**config.mk**
```make
export PLATFORM = sky130hd
export DESIGN_NAME = avm_copy_master
export DESIGN_NICKNAME = d
export VERILOG_FILES = /design/src/rtl/avm_copy_pkg.sv /design/src/rtl/avm_copy_master.sv
export SDC_FILE = /design/constraint.sdc
export NUM_CORES = 1
export LEC_CHECK = 0
export BUFFER_PORTS_ARGS = -buffer_cell sky130_fd_sc_hd__buf_2
export CAP_MARGIN = 10
export CELL_PAD_IN_SITES_DETAIL_PLACEMENT = 0
export CELL_PAD_IN_SITES_GLOBAL_PLACEMENT = 2
export CORE_MARGIN = 2
export CORE_UTILIZATION = 34
export CTS_CLUSTER_DIAMETER = 80
export DETAILED_ROUTE_END_ITERATION = 7
export PLACE_DENSITY = 0.88
export SLEW_MARGIN = 20
export SYNTH_ARGS = -nofsm -noshare
export SYNTH_HDL_FRONTEND = slang
export SYNTH_SLANG_ARGS = --single-unit
```
**constraint.sdc**
```tcl
create_clock -name CSI_CLOCK_CLK -period 4.65 [get_ports CSI_CLOCK_CLK]
set_input_delay 0.93 -clock CSI_CLOCK_CLK [delete_from_list [all_inputs] [get_ports CSI_CLOCK_CLK]]
set_output_delay 0.93 -clock CSI_CLOCK_CLK [all_outputs]
set_load 0.005 [all_outputs]
```
**src/rtl/avm_copy_pkg.sv**
```systemverilog
// avm_copy_pkg: shared FSM state type and address step for the Avalon-MM copy master
package avm_copy_pkg;
  typedef enum logic [1:0] {IDLE, READ, WRITE, FINISH} state_t;
  localparam int ADDR_INC = 4;
endpackage

```
**src/rtl/avm_copy_master.sv**
```systemverilog
// avm_copy_master: copies LENGTH words from SRC_ADDR to DST_ADDR over an Avalon-MM master, one read then one write per word
//   clock/reset : CSI_CLOCK_CLK, CSI_CLOCK_RESET_N (async, active-low)
//   control     : START (rising edge starts a copy), SRC_ADDR, DST_ADDR, LENGTH (words) -> DONE pulse, BUSY level
//   avalon      : AVM_AVALONMASTER_ADDRESS/READ/WRITE/WRITEDATA out, READDATA/WAITREQUEST in
//   AVM_COPY_CHECKSUM_EN : adds CHECKSUM output, the wrapping sum of every word read in the last copy
module avm_copy_master
  import avm_copy_pkg::*;
#(
  parameter int AVM_AVALONMASTER_DATA_WIDTH    = 32,
  parameter int AVM_AVALONMASTER_ADDRESS_WIDTH = 32,
  parameter int LENGTH_WIDTH                   = 16
) (
  input  logic                                      CSI_CLOCK_CLK,
  input  logic                                      CSI_CLOCK_RESET_N,
  input  logic                                      START,
  input  logic [AVM_AVALONMASTER_ADDRESS_WIDTH-1:0] SRC_ADDR,
  input  logic [AVM_AVALONMASTER_ADDRESS_WIDTH-1:0] DST_ADDR,
  input  logic [LENGTH_WIDTH-1:0]                   LENGTH,
  output logic                                      DONE,
  output logic                                      BUSY,
`ifdef AVM_COPY_CHECKSUM_EN
  output logic [AVM_AVALONMASTER_DATA_WIDTH-1:0]    CHECKSUM,
`endif
  output logic [AVM_AVALONMASTER_ADDRESS_WIDTH-1:0] AVM_AVALONMASTER_ADDRESS,
  output logic                                      AVM_AVALONMASTER_READ,
  output logic                                      AVM_AVALONMASTER_WRITE,
  output logic [AVM_AVALONMASTER_DATA_WIDTH-1:0]    AVM_AVALONMASTER_WRITEDATA,
  input  logic [AVM_AVALONMASTER_DATA_WIDTH-1:0]    AVM_AVALONMASTER_READDATA,
  input  logic                                      AVM_AVALONMASTER_WAITREQUEST
);
  localparam int AW = AVM_AVALONMASTER_ADDRESS_WIDTH;
  localparam int DW = AVM_AVALONMASTER_DATA_WIDTH;
  localparam int LW = LENGTH_WIDTH;
  state_t          r_state, w_next;
  logic            r_start;
  logic [AW-1:0]   r_src, r_dst;
  logic [LW-1:0]   r_cnt;
  logic [DW-1:0]   r_data;
  logic            w_accept, w_rd_ack, w_wr_ack;
  assign w_accept = (r_state == IDLE) && START && !r_start;
  assign w_rd_ack = (r_state == READ) && !AVM_AVALONMASTER_WAITREQUEST;
  assign w_wr_ack = (r_state == WRITE) && !AVM_AVALONMASTER_WAITREQUEST;
  assign AVM_AVALONMASTER_WRITEDATA = r_data;
  always_ff @(posedge CSI_CLOCK_CLK or negedge CSI_CLOCK_RESET_N)
    if (!CSI_CLOCK_RESET_N) r_state <= IDLE;
    else r_state <= w_next;
  always_comb begin
    w_next = r_state;
    AVM_AVALONMASTER_READ = 1'b0;
    AVM_AVALONMASTER_WRITE = 1'b0;
    AVM_AVALONMASTER_ADDRESS = '0;
    DONE = 1'b0;
    BUSY = r_state != IDLE;
    case (r_state)
      IDLE: w_next = w_accept ? ((LENGTH == '0) ? FINISH : READ) : IDLE;
      READ: begin
        AVM_AVALONMASTER_READ = 1'b1;
        AVM_AVALONMASTER_ADDRESS = r_src;
        w_next = AVM_AVALONMASTER_WAITREQUEST ? READ : WRITE;
      end
      WRITE: begin
        AVM_AVALONMASTER_WRITE = 1'b1;
        AVM_AVALONMASTER_ADDRESS = r_dst;
        w_next = AVM_AVALONMASTER_WAITREQUEST ? WRITE : ((r_cnt == LW'(1)) ? FINISH : READ);
      end
      FINISH: begin
        DONE = 1'b1;
        w_next = IDLE;
      end
      default: w_next = IDLE;
    endcase
  end
  always_ff @(posedge CSI_CLOCK_CLK or negedge CSI_CLOCK_RESET_N)
    if (!CSI_CLOCK_RESET_N) begin
      r_start <= 1'b0;
      r_src <= '0;
      r_dst <= '0;
      r_cnt <= '0;
      r_data <= '0;
    end else begin
      r_start <= START;
      if (w_accept) begin
        r_src <= SRC_ADDR;
        r_dst <= DST_ADDR;
        r_cnt <= LENGTH;
      end
      if (w_rd_ack) r_data <= AVM_AVALONMASTER_READDATA;
      if (w_wr_ack) begin
        r_cnt <= r_cnt - LW'(1);
        r_src <= r_src + AW'(ADDR_INC);
        r_dst <= r_dst + AW'(ADDR_INC);
      end
    end
`ifdef AVM_COPY_CHECKSUM_EN
  logic [DW-1:0] r_sum;
  assign CHECKSUM = r_sum;
  always_ff @(posedge CSI_CLOCK_CLK or negedge CSI_CLOCK_RESET_N)
    if (!CSI_CLOCK_RESET_N) r_sum <= '0;
    else if (w_accept) r_sum <= '0;
    else if (w_rd_ack) r_sum <= r_sum + AVM_AVALONMASTER_READDATA;
`endif
endmodule
```
==> flow_metrics.py <==
metrics = {
    "finish": {
        "num-fill-cells": 1906,
        "drive_above_1_share_pct": 33.0,
        "stdcell_count": 1147,
        "nets": 999,
        "antennaDiodeCount": 0,
        "areaGrowthSynthToFinish_pct": 26.5,
        "regArea_um2": 2880,
        "fin_util_pct": 44.2,
        "multi_input_area_um2": 3450,
    },
    "sta": {
        "timing.final.crit_share_pct": 70.3,
        "fin_skew_ns": 0.00910,
        "max_freq_mhz": 306,
        "rsz0062_at_grt": "false",
        "setup_violations": 0,
        "maxSlewViolCount": 0,
        "worstMarginPinSlew_ns": 0.920,
        "slew_headroom_pct": 38.5,
        "layout_min_cycle_time_ns": 3.27,
        "setup_tns_ns": 0,
        "hold_viol": 0,
    },
    "grt": {
        "antenna_found_initial": 0,
        "grt_max_degree": 61,
        "track_usage_pct": 22.3,
        "grt_pass1_vias": 6230,
        "grt_pass1_wl_um": 35300,
        "overflow": 0,
    },
    "critical_path": {
        "worst-path-buf-inv": 3,
        "cp_max_fo": 22,
        "worst_setup_path_start_kind": "register",
        "arrival_ns": 2.34,
        "worstSetupPathType": "reg -> out",
        "cp.depth": 6,
        "critPathCaptureType": "primary output",
        "path_cells": "inv_1 > ha_1 > buf_4 > a22oi_1 > nor2b_1 > buf_2",
        "slowest_delay_ns": 0.57,
        "cpMaxStageDelayCell": "ha_1",
        "path_delay_family": "buffers and inverters",
        "rr_worst_depth": 8,
        "cp_data_required_time_ns": 3.72,
    },
    "synth": {
        "synth_top_family_by_area": "simple AND/OR/NAND/NOR gates",
        "synthTopCellsByCount": "dfrtp_1, nor2_1, nand2_1, a21oi_1, a22oi_1",
        "synth_area_leaders": "dfrtp_1, mux2_2, a22oi_1",
        "seq_area_frac_synth_pct": 43.8,
        "mappedNetlistArea_um2": 6570,
        "yosys_warnings": 0,
        "synthesis.nets": 833,
        "syn_area_per_cell_um2": 9.29,
        "synth_edf_count": 0,
        "netlist_instances": 708,
        "synth.distinct_cells": 60,
        "yosysMostFrequentCell": "dfrtp_1",
        "synth_mux_area_share_pct": 5.94,
        "yosysTopAreaCell": "dfrtp_1",
        "synth-xor-area-share_pct": 0,
        "synth_compound_area_share_pct": 21.1,
        "synth.ff_latch_count": 115,
        "ys.flop_type": "dfrtp_1",
        "synth_top_area_share_pct": 43.8,
        "synth-simple-area-share_pct": 23.5,
        "synth_fa_ha_area_share_pct": 1.71,
        "async_flop_share_pct": 100,
    },
    "clock_network": {
        "cts_setup_buffers": 0,
        "htreeDepth": 4,
        "cts_hold_buf": 0,
        "cts_tree": "yes",
        "cts-root-buf": "clkbuf_16",
        "ctsResizeCount": 0,
        "clk_pin_slew_worst_paths_ns": 0.06,
        "clk_latency_ns": 0.43,
        "numCtsBuffers": 17,
        "cts_buffer_depth": 2,
        "clkSinkCount": 115,
    },
    "die": {
        "rows": 50,
        "die-area_um2": 20500,
        "die_w_um": 143,
        "initial_core_util_pct": 34.9,
        "die_y_um": 143,
        "num_io_pins": 184,
        "coreArea_um2": 18800,
    },
    "routing": {
        "drt-pass1-iter-count": 6,
        "vias_per_cell": 5.56,
        "drtAntennaViolNets": 0,
        "dr_total_vias": 6382,
        "finalWirelength_um": 22000,
        "drt_iter0_drc": 564,
        "wl_per_cell_um": 19.2,
        "drc": 0,
    },
    "worst_hold_path": {
        "hold_depth": 2,
        "min_path_type": "reg -> reg",
    },
    "power": {
        "peakVddDrop_mv": 0.294,
        "finalPower_uw": 5310,
        "leakagePower_uw": 0.00356,
        "cellPowerDensity_nw_per_um2": 638,
    },
    "job": {
        "max_cap_violations": 0,
    },
    "placed_design": {
        "dp.cells": 1115,
        "hpwlAfterDp_um": 15600,
        "place_congestion": 0.857,
        "port_buffers": 183,
    },
    "status": {
        "status": "completed",
    },
}
-- cells in the final DEF, fill, tap and decap left out, drive strengths merged, types with 3 or more instances in the layout --
| cell type | instances |
|---|---|
| clkinv | 4 |
| nand4 | 24 |
| nor2b | 36 |
| o31ai | 6 |
| nand2 | 65 |
| a31oi | 5 |
| a211oi | 27 |
| or4 | 3 |
| nor2 | 73 |
| buf | 193 |
| o32ai | 4 |
| a211o | 3 |
| o221a | 15 |
| o311ai | 5 |
| nand2b | 4 |
| o211ai | 5 |
| mux2 | 32 |
| nor3 | 20 |
| and2 | 3 |
| a21oi | 47 |
| a311oi | 5 |
| and3 | 8 |
| mux2i | 3 |
| nor4 | 12 |
| nand3 | 25 |
| dfrtp | 115 |
| ha | 9 |
| o22ai | 6 |
| nor4b | 3 |
| clkbuf | 17 |
| inv | 22 |
| a22oi | 38 |
| and4 | 6 |
| o21ai | 21 |
-- registers in the layout (all words and copies together) (netlist names) --
register / flops
AVM_AVALONMASTER_WRITEDATA: 32
r_cnt: 16
r_dst: 32
r_src: 32
r_start: 1
r_state: 2
-- worst min-delay path: stages (launching register included) --
cell and delay [ns]:
dfrtp_1 0.34, nand2_1 0.05, nand2_1 0.05
-- per-layer routing --
| layer | share of wire, % | GRT usage [%] | vias up |
|---|---|---|---|
| met5 | 0 | 0 | - |
| met4 | 2.3 | 8.75 | 0 |
| met3 | 5.7 | 3.35 | 34 |
| met2 | 48 | 35.5 | 242 |
| met1 | 45 | 30.6 | 3102 |
| li1 | - | - | 3004 |
-- final cells by class --
cell class / instances / share of cell area [%]
Multi-Input combinational cell: 532 / 41.5
Sequential cell: 115 / 34.6
Timing Repair Buffer: 193 / 12.1
Clock buffer: 17 / 5.12
Tap cell: 260 / 3.91
Clock inverter: 15 / 2.06
Inverter: 15 / 0.677
-- where the power goes --
part | switching (uW) | internal (uW) | leakage, uW
registers | 566 | 1490 | 0.00133
clock network | 535 | 803 | 0.000286
logic | 1020 | 895 | 0.00195
total | 2120 | 3180 | 0.00356
-- cell families (layout without fill, tap and decap cells) --
group                      Yosys count  after routing
AOI/OAI and AO/OA                  197            197
adders and majority gates            9              9
buffers and inverters               61            240
DFF                                115            115
muxes                               35             35
and+or+nand+nor                    291            291
-- final timing paths --
check | start | endpoint | slack (ns)
worst max-delay path | r_state[1] | AVM_AVALONMASTER_ADDRESS[11] | 1.38
worst min-delay path | r_dst[1] | r_dst[1] | 0.48
worst max register to register | r_state[0] | r_dst[19] | 1.70
worst min register to register | r_dst[1] | r_dst[1] | 0.48
max in group asynchronous | CSI_CLOCK_RESET_N | r_dst[28] | 3.25
min in group asynchronous | CSI_CLOCK_RESET_N | AVM_AVALONMASTER_WRITEDATA[3] | 0.60
-- per-stage QoR --
step           instance area, um^2  hold slack [ns]  setup WS, ns
2_1_floorplan                 6570            0.446          2.32
3_3_place_gp                  7720            0.460          1.74
3_5_place_dp                  7720            0.464          1.68
4_1_cts                       8320            0.479          1.37
5_1_grt                       8320            0.500          1.22
6_report                      8320            0.476          1.38
No activity file was read; power rests on OpenSTA's default activity.
